`src/rtl/rd84_pkg.sv`:
```
// rd84_pkg: shared constants, FSM states and last-pattern helper for the rd84 weight enumerator
package rd84_pkg;
  localparam int DEF_WIDTH = 8;
  typedef enum logic [1:0] {IDLE, SCAN, DRAIN} state_t;
  function automatic logic [15:0] lastpat(input int w, input int width = DEF_WIDTH);
    return ((16'd1 << w) - 16'd1) << (width - w);
  endfunction
endpackage

```
`src/rtl/rd84_popcount.sv`:
```
// rd84_popcount: combinational popcount built as a recursive balanced adder tree
module rd84_popcount #(
  parameter int WIDTH = 8,
  parameter int WT_W  = 4
) (
  input  logic [WIDTH-1:0] vec,
  output logic [WT_W-1:0]  cnt
);
  if (WIDTH == 1) begin : g_leaf
    assign cnt = WT_W'(vec);
  end else begin : g_split
    localparam int LO = WIDTH / 2;
    logic [WT_W-1:0] lo_cnt, hi_cnt;
    rd84_popcount #(.WIDTH(LO), .WT_W(WT_W)) u_lo (.vec(vec[LO-1:0]), .cnt(lo_cnt));
    rd84_popcount #(.WIDTH(WIDTH-LO), .WT_W(WT_W)) u_hi (.vec(vec[WIDTH-1:LO]), .cnt(hi_cnt));
    assign cnt = lo_cnt + hi_cnt;
  end
endmodule

```
`src/rtl/rd84_weight_enum.sv`:
```
// rd84_weight_enum: streams every WIDTH-bit vector of a given popcount in ascending order
module rd84_weight_enum
  import rd84_pkg::*;
#(
  parameter int WIDTH = DEF_WIDTH,
  parameter int WT_W  = 4,
  parameter int CNT_W = 9
) (
  input  logic             clk,
  input  logic             rst,
  input  logic             start,
  input  logic [WT_W-1:0]  weight,
  input  logic             abort,
  output logic             busy,
  output logic             done,
  output logic             err,
  output logic             out_valid,
  input  logic             out_ready,
  output logic [WIDTH-1:0] out_data,
  output logic             out_last,
  output logic [CNT_W-1:0] out_count
);
  localparam logic [CNT_W-1:0] MAX_CNT = CNT_W'(1 << WIDTH);
  state_t          state;
  logic [WT_W-1:0] wt, pc;
  logic [WIDTH:0]  cand;
  logic            free, xfer, match, is_last;
  rd84_popcount #(.WIDTH(WIDTH), .WT_W(WT_W)) u_pc (.vec(cand[WIDTH-1:0]), .cnt(pc));
  // slot/handshake qualifiers and candidate classification, all from registered state
  always_comb begin
    free    = !out_valid || out_ready;
    xfer    = out_valid && out_ready;
    match   = !cand[WIDTH] && pc == wt;
    is_last = cand[WIDTH-1:0] == WIDTH'(lastpat(int'(wt), WIDTH));
  end
  // run control: one candidate per free edge, last match parks the FSM in DRAIN
  always_ff @(posedge clk or posedge rst) begin
    if (rst) begin
      state     <= IDLE;
      wt        <= '0;
      cand      <= '0;
      busy      <= 1'b0;
      done      <= 1'b0;
      err       <= 1'b0;
      out_valid <= 1'b0;
      out_data  <= '0;
      out_last  <= 1'b0;
      out_count <= '0;
    end else begin
      done <= 1'b0;
      if (xfer && out_count != MAX_CNT) out_count <= out_count + 1'b1;
      if (state != IDLE && abort) begin
        out_valid <= 1'b0;
        out_last  <= 1'b0;
        busy      <= 1'b0;
        done      <= 1'b1;
        err       <= 1'b0;
        state     <= IDLE;
      end else begin
        case (state)
          IDLE: if (start) begin
            if (weight > WT_W'(WIDTH)) begin
              done <= 1'b1;
              err  <= 1'b1;
            end else begin
              wt        <= weight;
              cand      <= '0;
              out_count <= '0;
              err       <= 1'b0;
              busy      <= 1'b1;
              state     <= SCAN;
            end
          end
          SCAN: if (free) begin
            if (match) begin
              out_data  <= cand[WIDTH-1:0];
              out_valid <= 1'b1;
              out_last  <= is_last;
              if (is_last) state <= DRAIN;
              else cand <= cand + 1'b1;
            end else begin
              cand      <= cand + 1'b1;
              out_valid <= 1'b0;
            end
          end
          DRAIN: if (xfer) begin
            out_valid <= 1'b0;
            out_last  <= 1'b0;
            busy      <= 1'b0;
            done      <= 1'b1;
            state     <= IDLE;
          end
          default: state <= IDLE;
        endcase
      end
    end
  end
endmodule
```
`config.mk`:
```
export PLATFORM = sky130hd
export DESIGN_NAME = rd84_weight_enum
export DESIGN_NICKNAME = d
export VERILOG_FILES = /design/src/rtl/rd84_pkg.sv /design/src/rtl/rd84_popcount.sv /design/src/rtl/rd84_weight_enum.sv
export SDC_FILE = /design/constraint.sdc
export NUM_CORES = 1
export LEC_CHECK = 0
export CORE_ASPECT_RATIO = 2
export CORE_UTILIZATION = 30
export CTS_BUF_LIST = sky130_fd_sc_hd__clkbuf_2 sky130_fd_sc_hd__clkbuf_4 sky130_fd_sc_hd__clkbuf_8
export CTS_CLUSTER_SIZE = 8
export DETAILED_ROUTE_END_ITERATION = 10
export MAX_ROUTING_LAYER = met4
export PLACE_DENSITY = 0.47
export SLEW_MARGIN = 0
export SYNTH_ARGS = -nofsm -noshare
export SYNTH_HDL_FRONTEND = slang
export SYNTH_SLANG_ARGS = --single-unit
export TNS_END_PERCENT = 10
```
`constraint.sdc`:
```
create_clock -name clk -period 12.2 [get_ports clk]
set_input_delay 1.83 -clock clk [delete_from_list [all_inputs] [get_ports clk]]
set_output_delay 1.83 -clock clk [all_outputs]
set_load 0.005 [all_outputs]
```
=== Word level (Yosys, flattened, before mapping) ===
Index checks and enable logic that the tools add are counted.

* Flip-flop bits (word level): 37
* Input port bits: 9
* Output and inout bits: 22
* Word-level logic and storage cells: 103

* Add/subtract/negate cells: 11
* $lt $le $gt $ge: 1
* Equality and inequality tests: 15
* Shifts and indexed selects: 2
* Mux-type cells: 40
* Bitwise logic cells: 2
* Reductions and logical operators: 22

{| class="wikitable"
|+ Operators with widths
! cell !! count
|-
| 2-to-1 mux 9 bit || 10
|-
| << shifter 16 x 32 -> 8 bit || 1
|-
| inequality test 3 bit (second input constant) || 7
|-
| adder 9 x 1 -> 9 bit (second input constant) || 2
|-
| case mux 9 bit (2 select lines) || 1
|-
| 2-to-1 mux 1 bit || 17
|-
| AND reduction 4 bit || 4
|-
| << shifter 1 x 4 -> 16 bit (first input constant) || 1
|-
| subtractor 16 x 1 -> 16 bit (second input constant) || 1
|-
| 2-to-1 mux 2 bit || 7
|-
| AND reduction 6 bit || 2
|-
| inequality test 9 bit (second input constant) || 1
|-
| adder 1 x 1 -> 2 bit || 4
|-
| adder 4 x 2 -> 4 bit || 2
|-
| equality test 8 bit || 1
|-
| case mux 1 bit (2 select lines) || 4
|-
| nonzero test 2 bit || 4
|-
| inequality test 2 bit (second input constant) || 3
|-
| case mux 2 bit (3 select lines) || 1
|-
| nonzero test 3 bit || 2
|-
| subtractor 4 x 4 -> 5 bit (first input constant) || 1
|-
| adder 4 bit || 1
|-
| equality test 4 bit || 1
|-
| > comparator 4 bit (second input constant) || 1
|-
| other kinds (9) || 14
|}

=== Depth between registers and ports, before layout ===
Gate-level depths: netlist (run 1).

* Depth in word-level cells: 9
* Gate-level depth with buffers: 15
* Mapped depth without buffers: 14

=== By module ===
A second synthesis (run 1) with hierarchy kept.

* Cell total of the unflattened synthesis: 433
* Area, all modules: 3842.4 um^2

{| class="wikitable"
|+ By module, submodules not included
! module !! times used !! cells each !! area each (um^2) !! seq. area each (um^2)
|-
| rd84_weight_enum || 1 || 330 || 2871.5 || 925.9
|-
| rd84_popcount at u_pc ... || 7 || 9 || 100.1 || 0.0
|-
| rd84_popcount at u_pc.g_split.u_hi.g_split.u_hi.g_split.u_hi ... || 8 || 5 || 33.8 || 0.0
|}

=== Worst setup path before layout (run 1) ===
OpenSTA, ideal clock, no wires.

* Kind: register -> register
* From: register cand[7]
* To: register cand[0]
* Setup time: 0.128 ns
* Data arrival time: 3.743 ns
* Data required time: 12.072 ns
* Path slack: 8.329 ns
* Stages on the path, launching flop included: 13
* Buffers on the path: 0
* Period minus slack after synthesis: 3.871 ns
* Path through: dfrtp_1 > fa_1 > fa_1 > ha_1 > inv_1 > fa_1 > xor2_1 > nand2_1 > nor4_1 > nand2b_1 > or4_4 > nand2_1 > mux2_1

* Longest elaborated chain between the ends: 8
* Elaborated cells between the ends (all ways): 11
* Those cells by class: add/sub: 3; eq/ne: 3; mux: 3; reduce/logical: 2

{| class="wikitable"
|+ Ends and longest elaborated chain
! what !! line !! RTL
|-
| from (decl) || rd84_weight_enum.sv:26 || <nowiki>logic [WIDTH:0] cand;</nowiki>
|-
| from (signal assigned) || rd84_weight_enum.sv:80 || <nowiki>else cand <= cand + 1'b1;</nowiki>
|-
| from (signal assigned) || rd84_weight_enum.sv:82 || <nowiki>cand <= cand + 1'b1;</nowiki>
|-
| adder 1 x 1 -> 2 bit || rd84_popcount.sv:16 || <nowiki>assign cnt = lo_cnt + hi_cnt;</nowiki>
|-
| adder 4 x 2 -> 4 bit || rd84_popcount.sv:16 ||
|-
| adder 4 bit || rd84_popcount.sv:16 ||
|-
| equality test 4 bit || rd84_weight_enum.sv:33 || <nowiki>match = !cand[WIDTH] && pc == wt;</nowiki>
|-
| logical AND 1 bit || rd84_weight_enum.sv:33 ||
|-
| 2-to-1 mux 9 bit || rd84_weight_enum.sv:75 || <nowiki>if (match) begin</nowiki>
|-
| 2-to-1 mux 9 bit || rd84_weight_enum.sv:74 || <nowiki>SCAN: if (free) begin</nowiki>
|-
| case mux 9 bit (2 select lines) || rd84_weight_enum.sv:60 || <nowiki>case (state)</nowiki>
|}

Several ways; a longest one is shown, not always the timed one. The select of a mux whose other input is x is not followed.
A chain may end at the register's enable or synchronous reset.

=== Worst setup path in the final report (run 1) ===
* From: register wt[0]
* To: register cand[7]

* Longest elaborated chain between the ends: 6
* Elaborated cells between the ends (all ways): 12
* Those cells by class: add/sub: 2; eq/ne: 3; shift: 2; mux: 3; reduce/logical: 2

{| class="wikitable"
|+ Ends and longest elaborated chain
! what !! line !! RTL
|-
| from (decl) || rd84_weight_enum.sv:25 || <nowiki>logic [WT_W-1:0] wt, pc;</nowiki>
|-
| from (signal assigned) || rd84_weight_enum.sv:66 || <nowiki>wt <= weight;</nowiki>
|-
| << shifter 1 x 4 -> 16 bit || rd84_pkg.sv:6 || <nowiki>return ((16'd1 << w) - 16'd1) << (width - w);</nowiki>
|-
| subtractor 16 x 1 -> 16 bit || rd84_pkg.sv:6 ||
|-
| << shifter 16 x 32 -> 8 bit || rd84_pkg.sv:6 ||
|-
| equality test 8 bit || rd84_weight_enum.sv:34 || <nowiki>is_last = cand[WIDTH-1:0] == WIDTH'(lastpat(int'(wt), WIDTH));</nowiki>
|-
| inequality test 3 bit (no source line) || - ||
|-
| AND reduction 6 bit (no source line) || - ||
|}

Several ways; a longest one is shown, not always the timed one. The select of a mux whose other input is x is not followed.

==> results of run 1 <==
[state kept, by name, indices dropped and copies added, names as in the netlist]
register   cells
busy           1
cand           9
done           1
err            1
out_count      9
out_data       8
out_last       1
out_valid      1
state          2
wt             4
[cell families after synthesis]
group / after synthesis / synth area share
buffers and inverters: 34 / 0.0466
AND/OR/NAND/NOR: 133 / 0.246
AO/OA/AOI/OAI: 76 / 0.177
multiplexers: 15 / 0.0575
adder cells (fa/ha/maj): 21 / 0.102
XOR/XNOR: 16 / 0.0488
flip-flops: 37 / 0.322
[power groups by stage]
stage / Sequential, uW / Clock [uW] / Combinational, uW
after CTS: 182 / 119 / 356
final: 182 / 116 / 356
after global routing: 187 / 123 / 392
after floorplan: 165 / 0 / 259
after global placement: 185 / 0 / 355
after detailed placement: 184 / 0 / 353
[cell usage after synthesis, types with 3 or more instances]
cell      number
dfrtp_1       37
nor2_1        34
nand2_1       28
inv_1         19
a21oi_1       17
ha_1          17
nand3_1       12
mux2_2        11
o21ai_0       11
nand2b_1       8
xnor2_1        8
xor2_1         8
clkbuf_1       7
o21ai_1        7
nand4_1        6
nor3_1         6
o31ai_1        6
and3_1         5
buf_2          5
nor2b_1        5
or3_1          5
a31oi_1        4
fa_1           4
nor4_1         4
o211ai_1       4
or3b_1         4
and3b_1        3
inv_2          3
mux2i_1        3
o21a_1         3
o22ai_1        3
o31a_1         3
[metal layers]
metal | vias up | wire [um]
met5 | - | 0
met4 | 0 | 439
met3 | 19 | 139
met2 | 49 | 4790
met1 | 1283 | 3030
li1 | 1251 | -
[area by class of cell]
type                    count  area [um2]  share of cell area
clock buffers               7        90.1              0.0265
repair buffers             33         323              0.0951
multi-input cells         261        1810               0.534
clock inverters             1        30.0             0.00885
inverters                  22        82.6              0.0243
well taps                 104         130              0.0383
flip-flops and latches     37         926               0.273
[metrics by stage]
stage	power, uW	hold WS, ns	utilization	area [um2]
6_report	655	0.516	0.364	3390
5_1_grt	702	0.531	0.364	3390
4_1_cts	657	0.522	0.364	3390
3_5_place_dp	538	0.502	0.351	3270
3_3_place_gp	540	0.493	0.351	3270
2_1_floorplan	424	0.490	-	2870
[worst paths after layout]
path	depth (start not counted)	slack, ns	startpoint	end
max in group asynchronous	3	9.89	rst	wt[3]
hold / removal	1	0.52	out_data[4]	out_data[4]
hold reg to reg	1	0.52	out_data[4]	out_data[4]
setup / recovery	13	7.56	wt[0]	cand[7]
min in group asynchronous	3	1.93	rst	out_data[7]
setup reg to reg	13	7.56	wt[0]	cand[7]
==> results.yml, run 1 <==
cts:
  clk_path_buf_depth: 2
  htree_levels: 2
  cts_setup_buffers: 0
  hold_buffers: 0
  cts_sinks: 37
  cts_tree: "done"
  path_clk_slew_ns: 0.09
  worstSkewPairLatency_ns: 0.31
  root_buffer: "clkbuf_8"
  cts_inserted_buffers: 5
  ctsResizeCount: 0
final_layout:
  drive_gt1_frac: 0.0831
  nets: 390
  area_delta_synth_final_pct: 18.2
  nFillCells: 943
  fin_cells: 465
  num_antenna_cells: 0
  final_cell_mix: "dfrtp_1 (37), nor2_1 (34), clkdlybuf4s50_1 (30)"
  final_common_cell: "dfrtp_1"
worst_hold_path:
  hold_class: "flip-flop to flip-flop"
sta:
  post-route-period-util: 0.381
  setup_ws_ns: 7.56
  clock_skew_ns: 0.0161
  setup-violations-final: 0
  tightest_slew_ns: 0.978
  rsz0062_at_grt: "false"
  drv_slew: 0
  period_needed_ns: 4.64
  fmax_mhz: 215
  maxSlewHeadroom: 0.343
  finalSetupTns_ns: 0
  hold_viol_final: 0
critical_path:
  cp_top_family: "simple AND/OR/NAND/NOR gates"
  cp_common_cell: "ha_1"
  end_kind: "flip-flop"
  slowest_stage: "nor4_2"
  path_buf_inv: 1
  cp_cell_sequence: "inv_2 -> ha_1 -> ha_1 -> nand2_1 -> ha_1 -> a221oi_1 -> nor2b_1 -> o31a_1 -> nor3_2 -> nand4_1 -> nor4_2 -> or4_1 -> a21oi_1"
  path_class: "flip-flop to flip-flop"
  cpPeakStageDelay_ns: 0.89
  cp_max_fo: 17
  crit_required_ns: 12.39
  cp_data_arrival_time_ns: 4.84
  start_kind: "flip-flop"
drt:
  vias: 2602
  drc: 0
  drtPass1Iterations: 4
  postRouteAntennaNets: 0
  via_per_inst: 5.60
  wl_per_cell_um: 18.1
  first_iter_violations: 184
  routed_wl_mm: 8.40
synth:
  postSynthAreaPerCell_um2: 8.65
  synth-seq-cells: 37
  async_flop_share: 1.00
  syn-instance-count: 332
  yosysTopAreaCell: "dfrtp_1"
  yosys-top-cells-area: "dfrtp_1 (32%), ha_1 (7.4%), nor2_1 (4.4%), mux2_2 (4.3%), nand2_1 (3.7%)"
  synth_top_area_share: 0.322
  synth_cell_types: 59
  syn-num-nets: 362
  synth_flop_cell: "dfrtp_1"
  ys_seq_area_frac: 0.322
  synth-edff-count: 0
  synth_area_um2: 2870
  yosys_warnings: 0
pwr:
  sw_frac_of_total: 0.444
  power_frac_seq: 0.279
  p_leak_uw: 0.00145
  p_comb_frac: 0.544
  ir_worst_vdd_mv: 0.104
  p_sw_uw: 290
  p_clk_frac: 0.178
  p_int_uw: 364
  p_per_area_nw_per_um2: 193
place:
  place_hpwl_mm: 6.46
  dp_slack_ns: 7.63
  io_buffers: 30
  gp_congestion: 0.901
  dpl.cell_count: 457
global_route:
  grt_first_pass_wirelength_mm: 13.6
  grt_util_all_layers: 0.182
  use_met2: 0.343
  use_met3: 0.0144
  grt_overflow: 0
  antenna_found_initial: 0
  grt_util_met1: 0.171
  first_global_vias: 2621
  busiest_layer: "met2"
  grt_max_degree: 38
floorplanning:
  initial_core_util: 0.308
  num_rows: 50
  die_x_um: 71.2
  die_y_um: 140
  io_pins: 31
  core_area_um2: 9320
  die_area_um2: 10000
status:
  status: "finished clean"
run:
  drv_cap: 0
Power figures use the tool's default switching activity.
==> run 2, diff against run 1 <==
==> constraint.sdc (replaced) <==
create_clock -name clk -period 4.3 [get_ports clk]
set_input_delay 0.645 -clock clk [delete_from_list [all_inputs] [get_ports clk]]
set_output_delay 0.645 -clock clk [all_outputs]
set_load 0.005 [all_outputs]
==> results.yml, run 2 (synthesis results as in run 1) <==
status:
  status: "finished clean"
critical_path:
  path_class: "flip-flop to flip-flop"
  crit_required_ns: 4.49
  start_kind: "flip-flop"
  slowest_stage: "fa_1"
  cp_cell_sequence: "fa_1 -> fa_1 -> ha_1 -> inv_1 -> fa_1 -> xor2_1 -> nand2_1 -> nor4_2 -> nand2b_1 -> or4_4 -> nand2_1 -> mux2_1"
  path_buf_inv: 1
  cp_data_arrival_time_ns: 4.25
  cp_max_fo: 9
  cpPeakStageDelay_ns: 0.56
  cp_num_cells: 12
  cp_top_family: "adder cells"
  r2r_cells: 12
  end_kind: "flip-flop"
  cp_common_cell: "fa_1"
pwr:
  p_per_area_nw_per_um2: 539
  p_leak_uw: 0.00150
  ir_worst_vdd_mv: 0.314
sta:
  tightest_slew_ns: 0.606
  drv_slew: 0
  rsz0062_at_grt: "false"
  post-route-period-util: 0.944
  period_needed_ns: 4.06
  setup-violations-final: 0
  hold_viol_final: 0
  finalSetupTns_ns: 0
  clock_skew_ns: 0.00846
  maxSlewHeadroom: 0.593
  fmax_mhz: 246
  worst_hold_slack_ns: 0.509
place:
  io_buffers: 30
  gp_congestion: 0.918
  place_hpwl_mm: 6.88
final_layout:
  num_antenna_cells: 0
  area_delta_synth_final_pct: 20.9
  final_cell_mix: "dfrtp_1 (37), nor2_1 (34), clkdlybuf4s50_1 (30)"
  nFillCells: 954
  final_common_cell: "dfrtp_1"
  reg_top3: "cand: 9 flops, out_count: 9 flops, out_data: 8 flops"
  drive_gt1_frac: 0.123
  nets: 404
global_route:
  antenna_found_initial: 0
  grt_first_pass_wirelength_mm: 14.0
  grt_overflow: 0
  grt_max_degree: 38
  grt_util_all_layers: 0.190
  first_global_vias: 2744
cts:
  clk_path_buf_depth: 2
  worstSkewPairLatency_ns: 0.30
  cts_setup_buffers: 0
  hold_buffers: 0
  path_clk_slew_ns: 0.08
  cts_sinks: 37
  root_buffer: "clkbuf_8"
  htree_levels: 2
  ctsResizeCount: 0
  cts_inserted_buffers: 5
  cts_tree: "done"
floorplanning:
  die_y_um: 140
  initial_core_util: 0.308
  die_area_um2: 10000
  die_x_um: 71.2
  core_area_um2: 9320
  io_pins: 31
  num_rows: 50
worst_hold_path:
  hold_class: "flip-flop to flip-flop"
  holdPathStages: 1
drt:
  routed_wl_mm: 8.67
  first_iter_violations: 91
  drtPass1Iterations: 4
  drc: 0
  vias: 2688
  via_per_inst: 5.61
  postRouteAntennaNets: 0
  wl_per_cell_um: 18.1
run:
  drv_cap: 0
==> run 2: layer usage <==
| metal | up-vias | routed length (um) | share of wire | GRT usage |
|---|---|---|---|---|
| li1 | 1281 | - | - | - |
| met1 | 1301 | 2890 | 0.33 | 0.162 |
| met2 | 73 | 4990 | 0.58 | 0.366 |
| met3 | 33 | 189 | 0.022 | 0.0187 |
| met4 | 0 | 601 | 0.069 | 0.136 |
| met5 | - | 0 | 0 | - |
==> run 2: power by group <==
part	switching [uW]	total (uW)	internal, uW
Sequential	52.8	460	407
Combinational	666	1160	496
Clock	134	253	119
==> run 2: final timing paths <==
path / startpoint / slack, ns / endpoint
worst max-delay path: cand[7] / 0.24 / cand[0]
worst min-delay path: out_data[1] / 0.51 / out_data[1]
worst max register to register: cand[7] / 0.24 / cand[0]
worst min register to register: out_data[1] / 0.51 / out_data[1]
max in group asynchronous: rst / 3.20 / out_count[0]
min in group asynchronous: rst / 0.76 / out_data[1]
==> run 2: stage by stage <==
stage | cell area [um2] | util | power [uW] | setup WS [ns] | cells
finish | 3470 | 0.373 | 1870 | 0.242 | 479
global route | 3470 | 0.373 | 2020 | 0.0298 | 479
CTS | 3470 | 0.372 | 1870 | 0.182 | 479
detailed placement | 3380 | 0.363 | 1610 | 0.191 | 471
global placement | 3380 | 0.363 | 1610 | 0.269 | 471
floorplan | 2870 | - | 1200 | 0.429 | 332
==> run 2: final cells by class <==
class / instances / area [um2] / share of cell area
clock buffers: 6 / 76.3 / 0.0220
clock inverters: 2 / 10.0 / 0.00288
inverters: 22 / 82.6 / 0.0238
multi-input cells: 261 / 1820 / 0.524
flip-flops and latches: 37 / 926 / 0.266
well taps: 104 / 130 / 0.0375
repair buffers: 47 / 428 / 0.123
==> run 3, diff against run 2 <==
--- a/config.mk
+++ b/config.mk
@@ -7,9 +7,10 @@
 export LEC_CHECK = 0
 export CORE_ASPECT_RATIO = 2
 export CORE_UTILIZATION = 30
-export CTS_BUF_LIST = sky130_fd_sc_hd__clkbuf_2 sky130_fd_sc_hd__clkbuf_4 sky130_fd_sc_hd__clkbuf_8
+export CTS_BUF_LIST = sky130_fd_sc_hd__clkbuf_4 sky130_fd_sc_hd__clkbuf_8
 export CTS_CLUSTER_SIZE = 8
 export DETAILED_ROUTE_END_ITERATION = 10
+export GPL_TIMING_DRIVEN = 0
 export MAX_ROUTING_LAYER = met4
 export PLACE_DENSITY = 0.47
 export SLEW_MARGIN = 0
==> results.yml, run 3 (synthesis results as in run 1) <==
status:
  status: "finished clean"
critical_path:
  r2r_cells: 12
  path_class: "flip-flop to flip-flop"
  cp_cell_sequence: "fa_1 -> fa_1 -> ha_1 -> inv_1 -> fa_1 -> xor2_1 -> nand2_1 -> nor4_4 -> nand2b_1 -> or4_4 -> nand2_1 -> mux2_1"
  cpPeakStageDelay_ns: 0.55
  slowest_stage: "or4_4"
  cp_common_cell: "fa_1"
  r2r_slack_ns: 0.11
  rr_startpoint: "cand[7]"
  start_kind: "flip-flop"
  critPathLaunch: "cand[7]"
  r2r-end: "cand[0]"
  end_kind: "flip-flop"
  path_buf_inv: 1
  crit_required_ns: 4.48
  cp_max_fo: 7
  cp_data_arrival_time_ns: 4.37
  cp_top_family: "adder cells"
sta:
  setup-violations-final: 0
  hold_viol_final: 0
  maxSlewHeadroom: 0.471
  fmax_mhz: 239
  post-route-period-util: 0.973
  drv_slew: 0
  rsz0062_at_grt: "false"
  period_needed_ns: 4.19
  clock_skew_ns: 0.0125
  finalSetupTns_ns: 0
  tightest_slew_ns: 0.792
pwr:
  p_int_uw: 1000
  p_leak_uw: 0.00147
  p_sw_uw: 880
  p_comb_frac: 0.607
  power_frac_seq: 0.259
  ir_worst_vdd_mv: 0.361
  p_clk_frac: 0.134
  p_per_area_nw_per_um2: 536
  sw_frac_of_total: 0.467
global_route:
  grt_util_all_layers: 0.187
  first_global_vias: 2731
  antenna_found_initial: 0
  grt_first_pass_wirelength_mm: 14.0
  grt_max_degree: 38
  grt_overflow: 0
cts:
  worstSkewPairLatency_ns: 0.30
  hold_buffers: 0
  cts_inserted_buffers: 5
  path_clk_slew_ns: 0.08
  cts_sinks: 37
  htree_levels: 2
  clk_path_buf_depth: 2
  cts_tree: "done"
  root_buffer: "clkbuf_8"
drt:
  drc: 0
  first_iter_violations: 151
  routed_wl_mm: 8.78
  vias: 2645
  postRouteAntennaNets: 0
  wl_per_cell_um: 18.3
  drtPass1Iterations: 4
  via_per_inst: 5.52
place:
  dpl.cell_count: 466
  io_buffers: 30
  place_hpwl_mm: 6.83
  gp_congestion: 0.880
final_layout:
  final_common_cell: "nor2_1"
  fin_cells: 479
  nets: 404
  area_delta_synth_final_pct: 22.3
  drive_gt1_frac: 0.139
  final_cell_mix: "nor2_1 (32), dfrtp_1 (31), clkdlybuf4s50_1 (30)"
  num_antenna_cells: 0
  nFillCells: 960
  reg_top3: "cand: 9 flops, out_count: 9 flops, out_data: 8 flops"
worst_hold_path:
  worstHoldStart: "out_data[7]"
  holdPathStages: 1
  holdPathEnd: "out_data[7]"
  hold_class: "flip-flop to flip-flop"
floorplanning:
  die_area_um2: 10000
  core_area_um2: 9320
  initial_core_util: 0.308
  die_y_um: 140
  die_x_um: 71.2
  num_rows: 50
  io_pins: 31
run:
  drv_cap: 0
[run 3: cell types whose count changed in the layout (fill, tap and decap cells not counted), sizes merged]
| cell | before | now |
|---|---|---|
| clkbuf | 6 | 13 |
| buf | 17 | 10 |
[run 3: final cells by class]
cell class / count / area [um2] / area share
Clock buffer: 6 / 76.3 / 0.0217
Buffer: 12 / 51.3 / 0.0146
Timing Repair Buffer: 35 / 338 / 0.0962
Tap cell: 104 / 130 / 0.0371
Multi-Input combinational cell: 261 / 1890 / 0.537
Inverter: 22 / 87.6 / 0.0249
Clock inverter: 2 / 10.0 / 0.00285
Sequential cell: 37 / 933 / 0.266
[run 3: stage by stage]
step / total power (uW) / utilization / cell area (um2) / hold WS (ns) / worst slack [ns]
floorplan: 1200 / - / 2870 / 0.490 / 0.429
global placement: 1530 / 0.354 / 3300 / 0.494 / -0.394
detailed placement: 1540 / 0.354 / 3300 / 0.498 / -0.411
CTS: 1830 / 0.368 / 3430 / 0.517 / 0.0658
global route: 2010 / 0.377 / 3510 / 0.532 / 0.0166
finish: 1880 / 0.377 / 3510 / 0.515 / 0.115
[run 3: routing by layer]
metal  part of all wire  routed length (um)  global-route usage
met5                  0                   0                   -
met2               0.59                5160               0.366
met1               0.35                3040               0.166
met4              0.049                 432               0.114
met3              0.018                 156              0.0137
[run 3: power by group through the flow]
stage | clock network, uW | registers (uW) | logic [uW]
6_report | 252 | 488 | 1140
2_1_floorplan | 0 | 467 | 736
4_1_cts | 262 | 486 | 1090
3_5_place_dp | 0 | 491 | 1050
3_3_place_gp | 0 | 491 | 1040
5_1_grt | 272 | 499 | 1240
[run 3: worst register-to-register path: stages (launching register included)]
cell and delay, ns:
dfrtp_2 0.47, fa_1 0.51, fa_1 0.52, ha_1 0.17
inv_1 0.06, fa_1 0.49, xor2_1 0.15, nand2_1 0.10
nor4_4 0.41, nand2b_1 0.18, or4_4 0.55, nand2_1 0.12
mux2_1 0.33
[run 3: worst max path at each step]
stage,endpoint,slack [ns],depth (start not counted)
2_1_floorplan,cand[0],0.43,12
3_3_place_gp,out_data[3],-0.39,11
3_5_place_dp,out_data[0],-0.41,11
4_1_cts,cand[0],0.07,14
5_1_grt,cand[0],0.02,12
6_report,cand[0],0.11,12
[run 3: what timing repair did]
item,CTS,global route
setup buffers,0,5
resized for setup,8,13
endpoints found under the setup margin,19,9
hold endpoints to repair,0,0
pin swaps,0,3
